**config.mk**
```make
export PLATFORM = sky130hd
export DESIGN_NAME = nibble_serial_adder_flat
export DESIGN_NICKNAME = d
export VERILOG_FILES = /design/src/rtl/nibble_serial_adder_if.sv /design/src/rtl/nibble_serial_adder.sv /design/src/flat_wrapper.sv
export SDC_FILE = /design/constraint.sdc
export NUM_CORES = 1
export LEC_CHECK = 0
export ABC_AREA = 1
export CAP_MARGIN = 20
export CORE_AREA = 10 10 78 80
export CTS_CLUSTER_DIAMETER = 60
export DETAILED_ROUTE_END_ITERATION = 10
export DIE_AREA = 0 0 88 90
export DONT_BUFFER_PORTS = 1
export GPL_ROUTABILITY_DRIVEN = 0
export PLACE_DENSITY_LB_ADDON = 0.05
export SLEW_MARGIN = 10
export SYNTH_ARGS = -nofsm -noshare
export SYNTH_HDL_FRONTEND = slang
export SYNTH_SLANG_ARGS = --single-unit
```
**constraint.sdc**
```tcl
create_clock -name clk -period 1.9 [get_ports clk]
set_input_delay 0.095 -clock clk [delete_from_list [all_inputs] [get_ports clk]]
set_output_delay 0.095 -clock clk [all_outputs]
set_load 0.02 [all_outputs]
```
**src/rtl/nibble_serial_adder_if.sv**
```systemverilog
// Operand/result handshake bundle for nibble_serial_adder.
// The master side is the producer/consumer pair; the slave side is the adder.
interface nibble_serial_adder_if #(
  parameter int WIDTH = 16
);
  logic             in_valid;
  logic             in_ready;
  logic [WIDTH-1:0] a;
  logic [WIDTH-1:0] b;
  logic             ci;
  logic             out_valid;
  logic             out_ready;
  logic [WIDTH-1:0] sum;
  logic             co;

  modport master (
    output in_valid, a, b, ci, out_ready,
    input  in_ready, out_valid, sum, co
  );

  modport slave (
    input  in_valid, a, b, ci, out_ready,
    output in_ready, out_valid, sum, co
  );
endinterface

```
**src/rtl/nibble_serial_adder.sv**
```systemverilog
// Multi-cycle WIDTH-bit adder reusing one 4-bit ripple slice, LSB nibble first,
// with the inter-nibble carry held in a register.
module nibble_serial_adder #(
  parameter int WIDTH = 16
) (
  input logic                  clk,
  input logic                  rst_n,
  nibble_serial_adder_if.slave bus
);
  localparam int NIB = WIDTH / 4;
  localparam int CW  = (NIB > 1) ? $clog2(NIB) : 1;

  generate
    if (WIDTH < 4 || (WIDTH % 4) != 0) begin : g_bad_width
      $error("nibble_serial_adder: WIDTH must be a multiple of 4 and >= 4");
    end
  endgenerate

  typedef enum logic [1:0] {
    IDLE,
    CALC,
    DONE
  } state_t;

  state_t           state;
  state_t           state_nxt;
  logic [CW-1:0]    cnt;
  logic [WIDTH-1:0] a_sr;
  logic [WIDTH-1:0] b_sr;
  logic [WIDTH-1:0] sum_sr;
  logic             carry;
  logic             co_r;
  logic [4:0]       slice;
  logic             last;

  always_comb begin
    slice = {1'b0, a_sr[3:0]} + {1'b0, b_sr[3:0]} + {4'b0000, carry};
    last  = (cnt == CW'(NIB - 1));
  end

  always_ff @(posedge clk or negedge rst_n) begin
    if (!rst_n) state <= IDLE;
    else        state <= state_nxt;
  end

  always_comb begin
    state_nxt = state;
    case (state)
      IDLE:    if (bus.in_valid) state_nxt = CALC;
      CALC:    if (last) state_nxt = DONE;
      DONE:    if (bus.out_ready) state_nxt = IDLE;
      default: state_nxt = IDLE;
    endcase
  end

  always_comb begin
    bus.in_ready  = (state == IDLE);
    bus.out_valid = (state == DONE);
    bus.sum       = sum_sr;
    bus.co        = co_r;
  end

  always_ff @(posedge clk or negedge rst_n) begin
    if (!rst_n) begin
      cnt    <= '0;
      a_sr   <= '0;
      b_sr   <= '0;
      sum_sr <= '0;
      carry  <= 1'b0;
      co_r   <= 1'b0;
    end else begin
      case (state)
        IDLE: begin
          if (bus.in_valid) begin
            a_sr  <= bus.a;
            b_sr  <= bus.b;
            carry <= bus.ci;
            cnt   <= '0;
          end
        end
        CALC: begin
          // Shift-and-OR form keeps the top-insert legal when WIDTH == 4.
          sum_sr <= (sum_sr >> 4) | (WIDTH'(slice[3:0]) << (WIDTH - 4));
          a_sr   <= a_sr >> 4;
          b_sr   <= b_sr >> 4;
          carry  <= slice[4];
          cnt    <= cnt + 1'b1;
          if (last) co_r <= slice[4];
        end
        default: ;
      endcase
    end
  end
endmodule

```
**src/flat_wrapper.sv**
```systemverilog
// flat-port wrapper written by rule: the top's interface ports become plain ports
module nibble_serial_adder_flat 
#(
  parameter int WIDTH = 16
)
  (clk, rst_n, bus_in_valid, bus_a, bus_b, bus_ci, bus_out_ready, bus_in_ready, bus_out_valid, bus_sum, bus_co);
  nibble_serial_adder_if #(.WIDTH(WIDTH)) bus_i ();
  input logic clk;
  input logic rst_n;
  input wire logic [$bits(bus_i.in_valid)-1:0] bus_in_valid;
  input wire logic [$bits(bus_i.a)-1:0] bus_a;
  input wire logic [$bits(bus_i.b)-1:0] bus_b;
  input wire logic [$bits(bus_i.ci)-1:0] bus_ci;
  input wire logic [$bits(bus_i.out_ready)-1:0] bus_out_ready;
  output wire logic [$bits(bus_i.in_ready)-1:0] bus_in_ready;
  output wire logic [$bits(bus_i.out_valid)-1:0] bus_out_valid;
  output wire logic [$bits(bus_i.sum)-1:0] bus_sum;
  output wire logic [$bits(bus_i.co)-1:0] bus_co;
  assign bus_i.in_valid = bus_in_valid;
  assign bus_i.a = bus_a;
  assign bus_i.b = bus_b;
  assign bus_i.ci = bus_ci;
  assign bus_i.out_ready = bus_out_ready;
  assign bus_in_ready = bus_i.in_ready;
  assign bus_out_valid = bus_i.out_valid;
  assign bus_sum = bus_i.sum;
  assign bus_co = bus_i.co;
  nibble_serial_adder #(.WIDTH(WIDTH)) u_core (.clk(clk), .rst_n(rst_n), .bus(bus_i));
endmodule
```
Yosys cells after proc, flatten, opt, wreduce, memory -nomap -nowiden:

Index checks and enable logic that the tools add are counted.

* register bits after elaboration: 54
* memory bits (writable): 0
* memories: 0
* ROM bits: 0
* logic and storage cells: 34
* input port bits: 37
* bits in latches: 0

* add/subtract/negate cells: 3
* multiply operators: 0
* eq/ne operators: 6
* $lt $le $gt $ge: 0
* reductions and logical operators: 5
* shifts and indexed selects: 0
* bitwise gates (word level): 1
* div/mod/pow operators: 0
* mux-type cells: 12

Operators with widths (count)
* 16-bit case mux with 2 select lines: 2
* 16-bit two-way mux: 2
* 12-bit by 16-bit OR with 16-bit output: 1
* 2-bit two-way mux: 4
* 2-bit case mux with 3 select lines: 1
* 4-bit by 4-bit adder with 5-bit output: 1
* 5-bit by 1-bit adder with 5-bit output: 1
* 2-bit == test (second input constant): 2
* 2-bit != test (second input constant): 2
* 2-bit case mux with 2 select lines: 1
* 2-bit AND reduction: 2
* 3-bit AND reduction: 1
* 2-bit by 1-bit adder with 2-bit output (second input constant): 1
* 2-bit by 1-bit == test with 1-bit output (second input constant): 1
* 2-bit logical NOT: 1
* 2-bit by 1-bit != test with 1-bit output (second input constant): 1
* 1-bit case mux with 2 select lines: 1
* 2-bit nonzero test: 1
* 1-bit two-way mux: 1

Logic depth before layout (Yosys ltp):

* depth after elaboration: 3
* gate-level depth with buffers: 8
* mapped depth without buffers: 8

Worst setup path before layout:

OpenSTA, ideal clock, no wires.

* path kind: register to register
* start point: reg u_core.carry
* end point: reg u_core.sum_sr[13], in the netlist u_core.bus.sum[13]
* clock period less this slack: 1489 ps
* stages on the path, launching flop included: 5
* data arrival time: 1407 ps
* data required time: 1817 ps
* setup slack: 411 ps
* path through: dfrtp_1 > fa_1 > inv_1 > fa_1 > o21ai_0

* word-level cells in the longest chain between the ends: 2

RTL lines
* start: declaration: line nibble_serial_adder.sv:31 `logic carry;`
* start signal: assignment: line nibble_serial_adder.sv:77 `carry <= bus.ci;`
* start signal: assignment: line nibble_serial_adder.sv:86 `carry <= slice[4];`
* 5-bit by 1-bit adder with 5-bit output: line nibble_serial_adder.sv:37 `slice = {1'b0, a_sr[3:0]} + {1'b0, b_sr[3:0]} + {4'b0000, carry};`
* 12-bit by 16-bit OR with 16-bit output: line nibble_serial_adder.sv:83 `sum_sr <= (sum_sr >> 4) | (WIDTH'(slice[3:0]) << (WIDTH - 4));`
* end signal: assignment: line nibble_serial_adder.sv:83
* end: declaration: line nibble_serial_adder.sv:30 `logic [WIDTH-1:0] sum_sr;`

No other way between the ends.
A chain may end at the register's enable or synchronous reset.

Worst setup path after layout:

Same ends and word-level chain as after synthesis.

==> impl_metrics.yaml <==
cts:
  cts_num_sinks: 54
  cts_buffers: 5
  clock_latency_ps: 300
  post_cts_buffers: 0
  cts_resized: 0
  clk_pin_slew_ps: 90
  cts_tree: "built"
  clk_path_buf_depth: 2
  cts_max_level: 2
  cts-root-buf: "clkbuf_8"
power_and_ir_drop:
  p_int_w: 0.00272
  swShare: 0.448
  p_seq_frac: 0.451
  cellLeakagePower_nw: 1.38
  switching_power_w: 0.00221
  powerDensity_nw_per_um2: 1700
  clkPwrFrac: 0.133
  irDropWorstVdd_v: 0.000659
  share_comb_of_total_power: 0.416
floorplan:
  io_pins: 56
  core_area_um2: 4600
  die_w_um: 88
  fp.dieH_um: 90
  start_util: 0.532
  die_area_um2: 7920
  fp-row-count: 25
logic_synthesis:
  seq_area_frac_synth: 0.553
  async_reset_ff_frac: 1.00
  synth_seq_cells: 54
  synth.distinct_cells: 23
  synth_warnings: 0
  yosys-top-cells-count: "nand2_1, dfrtp_1, o21ai_0, inv_1, nor2_1"
  synth_area_um2: 2440
  synth_top_area_cell: "dfrtp_1"
  synth-edff-count: 0
  synth_area_leaders: "dfrtp_1, nand2_1, o21ai_0"
  synthCells: 275
  synth_top_area_frac: 0.553
  yosysMostFrequentCell: "nand2_1"
  syn_avg_cell_area_um2: 8.89
  syn_nets: 318
  synth_ff_type: "dfrtp_1"
route:
  drc: 0
  dr.first_iter.drc_count: 102
  via_per_inst: 5.17
  vias: 1877
  wl_met3_um: 467
  wl_per_cell_um: 15.0
  first_pass_iters: 4
  ant_nets: 0
  met2_wirelength_mm: 2.58
  wirelength_mm: 5.46
  top_layer: "met4"
  m1WireLength_mm: 2.34
place:
  place_hpwl_mm: 3.52
  place_area_um2: 2430
  portBuffers: 0
sta:
  period_share: 0.832
  rsz0062_at_grt: "no"
  max_freq_mhz: 632
  setup_viol: 0
  drv_slew: 0
  report.final.hold_viol_count: 0
  slew_headroom: 0.741
  fin_skew_ps: 5.10
  finalSetupTns_ps: 0
  worst_hold_slack_ps: 7.54
  worst_pin_slew_ps: 387
  final.min_clock_period_ps: 1580
worst_setup_path:
  critPathTopFamily: "adder cells"
  cp_max_fo: 2
  critPathBufInv: 1
  worstPathArrival_ps: 1810
  cpMaxStageDelayCell: "fa_1"
  cp-start-kind: "flop"
  crit_required_ps: 2130
  setup.worst_path.class: "reg -> reg"
  crit_path_frequent_cell: "fa_1"
  cp-end-kind: "flop"
  slowest_delay_ps: 450
  path_cells: "fa_1 > inv_1 > fa_1 > o21ai_0"
cells_and_area:
  fin_area_um2: 2900
  finalNetCount: 351
  diodes: 0
  n_fill_cell: 399
  syn_to_final_growth_pct: 18.7
  final_layout_size_suffix_gt1_frac: 0.0583
  final_util: 0.631
global_routing:
  track_usage: 0.140
  antenna_found_initial: 0
  grt_max_degree: 55
  grt_pass1_vias: 1911
  grt_pass1_wl_mm: 9.18
  overflow: 0
worst_hold_path:
  hold_path.class: "in -> reg"
status:
  status: "completed"
run:
  max_cap_violations: 0
stage by stage:
step / setup WS (ps) / total power [W] / instances
6_report: 318 / 0.00492 / 363
3_3_place_gp: 384 / 0.00418 / 319
5_1_grt: 194 / 0.00543 / 363
3_5_place_dp: 324 / 0.00423 / 319
4_1_cts: 294 / 0.00500 / 363
2_1_floorplan: 411 / 0.00391 / 275
state kept, by name, indices dropped and copies added (netlist names):
signal          count
u_core.bus.sum     16
u_core.a_sr        16
u_core.bus.co       1
u_core.carry        1
u_core.b_sr        16
u_core.state        2
u_core.cnt          2
path summary, 6_finish.rpt:
check | endpoint | from | cells past startpoint | slack, ps
worst min-delay path | u_core.b_sr[5]$_DFFE_PN0P_ | bus_b[5] | 2 | 8
worst max-delay path | u_core.bus.sum[13]$_DFFE_PN0P_ | u_core.carry$_DFFE_PN0P_ | 4 | 320
min in group asynchronous | u_core.bus.sum[2]$_DFFE_PN0P_ | rst_n | 2 | 310
max in group asynchronous | u_core.a_sr[15]$_DFFE_PN0P_ | rst_n | 2 | 1360
worst min register to register | u_core.b_sr[15]$_DFFE_PN0P_ | u_core.b_sr[15]$_DFFE_PN0P_ | 2 | 480
worst max register to register | u_core.bus.sum[13]$_DFFE_PN0P_ | u_core.carry$_DFFE_PN0P_ | 4 | 320
power by group through the flow:
stage	clock network [W]	logic (W)	registers, W
floorplan	0	0.00176	0.00215
global placement	0	0.00194	0.00224
detailed placement	0	0.00198	0.00226
CTS	0.000681	0.00208	0.00223
global route	0.000723	0.00240	0.00230
finish	0.000655	0.00205	0.00222
cells in the final DEF, fill, tap and decap left out, drive strengths merged:
cell | synthesis | routed
a21oi | 2 | 2
buf | 12 | 4
clkbuf | 1 | 7
clkinv | 0 | 1
dfrtp | 54 | 54
dlygate4sd3 | 0 | 35
fa | 2 | 2
ha | 4 | 4
inv | 33 | 33
nand2 | 71 | 71
nand3 | 13 | 13
nand4 | 1 | 1
nor2 | 22 | 22
o211ai | 1 | 1
o21ai | 48 | 48
o22ai | 10 | 10
o31ai | 1 | 1
what timing repair did:
action / CTS / global route
endpoints found under the setup margin: 0 / 0
hold endpoints to repair: 88 / 0
hold buffers: 36 / 0
per-layer routing:
metal,global-route usage,vias to the layer above
met1,0.174,870
met5,0,-
li1,-,943
met3,0.0560,9
met2,0.218,55
met4,0.0399,0
cells by family (layout without fill, tap and decap cells):
family                     Yosys count  count (layout)  share of synthesized area
buffers and inverters               46              80                     0.0957
and+or+nand+nor                    107             107                      0.178
adders and majority gates            6               6                     0.0368
DFF                                 54              54                      0.553
AOI/OAI and AO/OA                   62              62                      0.137
layout make-up:
class                   instances  area [um2]  share of cell area
multi-input cells             175         860               0.296
clock buffers                   7        86.3              0.0298
repair buffers                 39         400               0.138
inverters                      33         131              0.0453
well taps                      54        67.6              0.0233
flip-flops and latches         54        1350               0.466
clock inverters                 1        5.00             0.00172
Power figures use the tool's default switching activity.
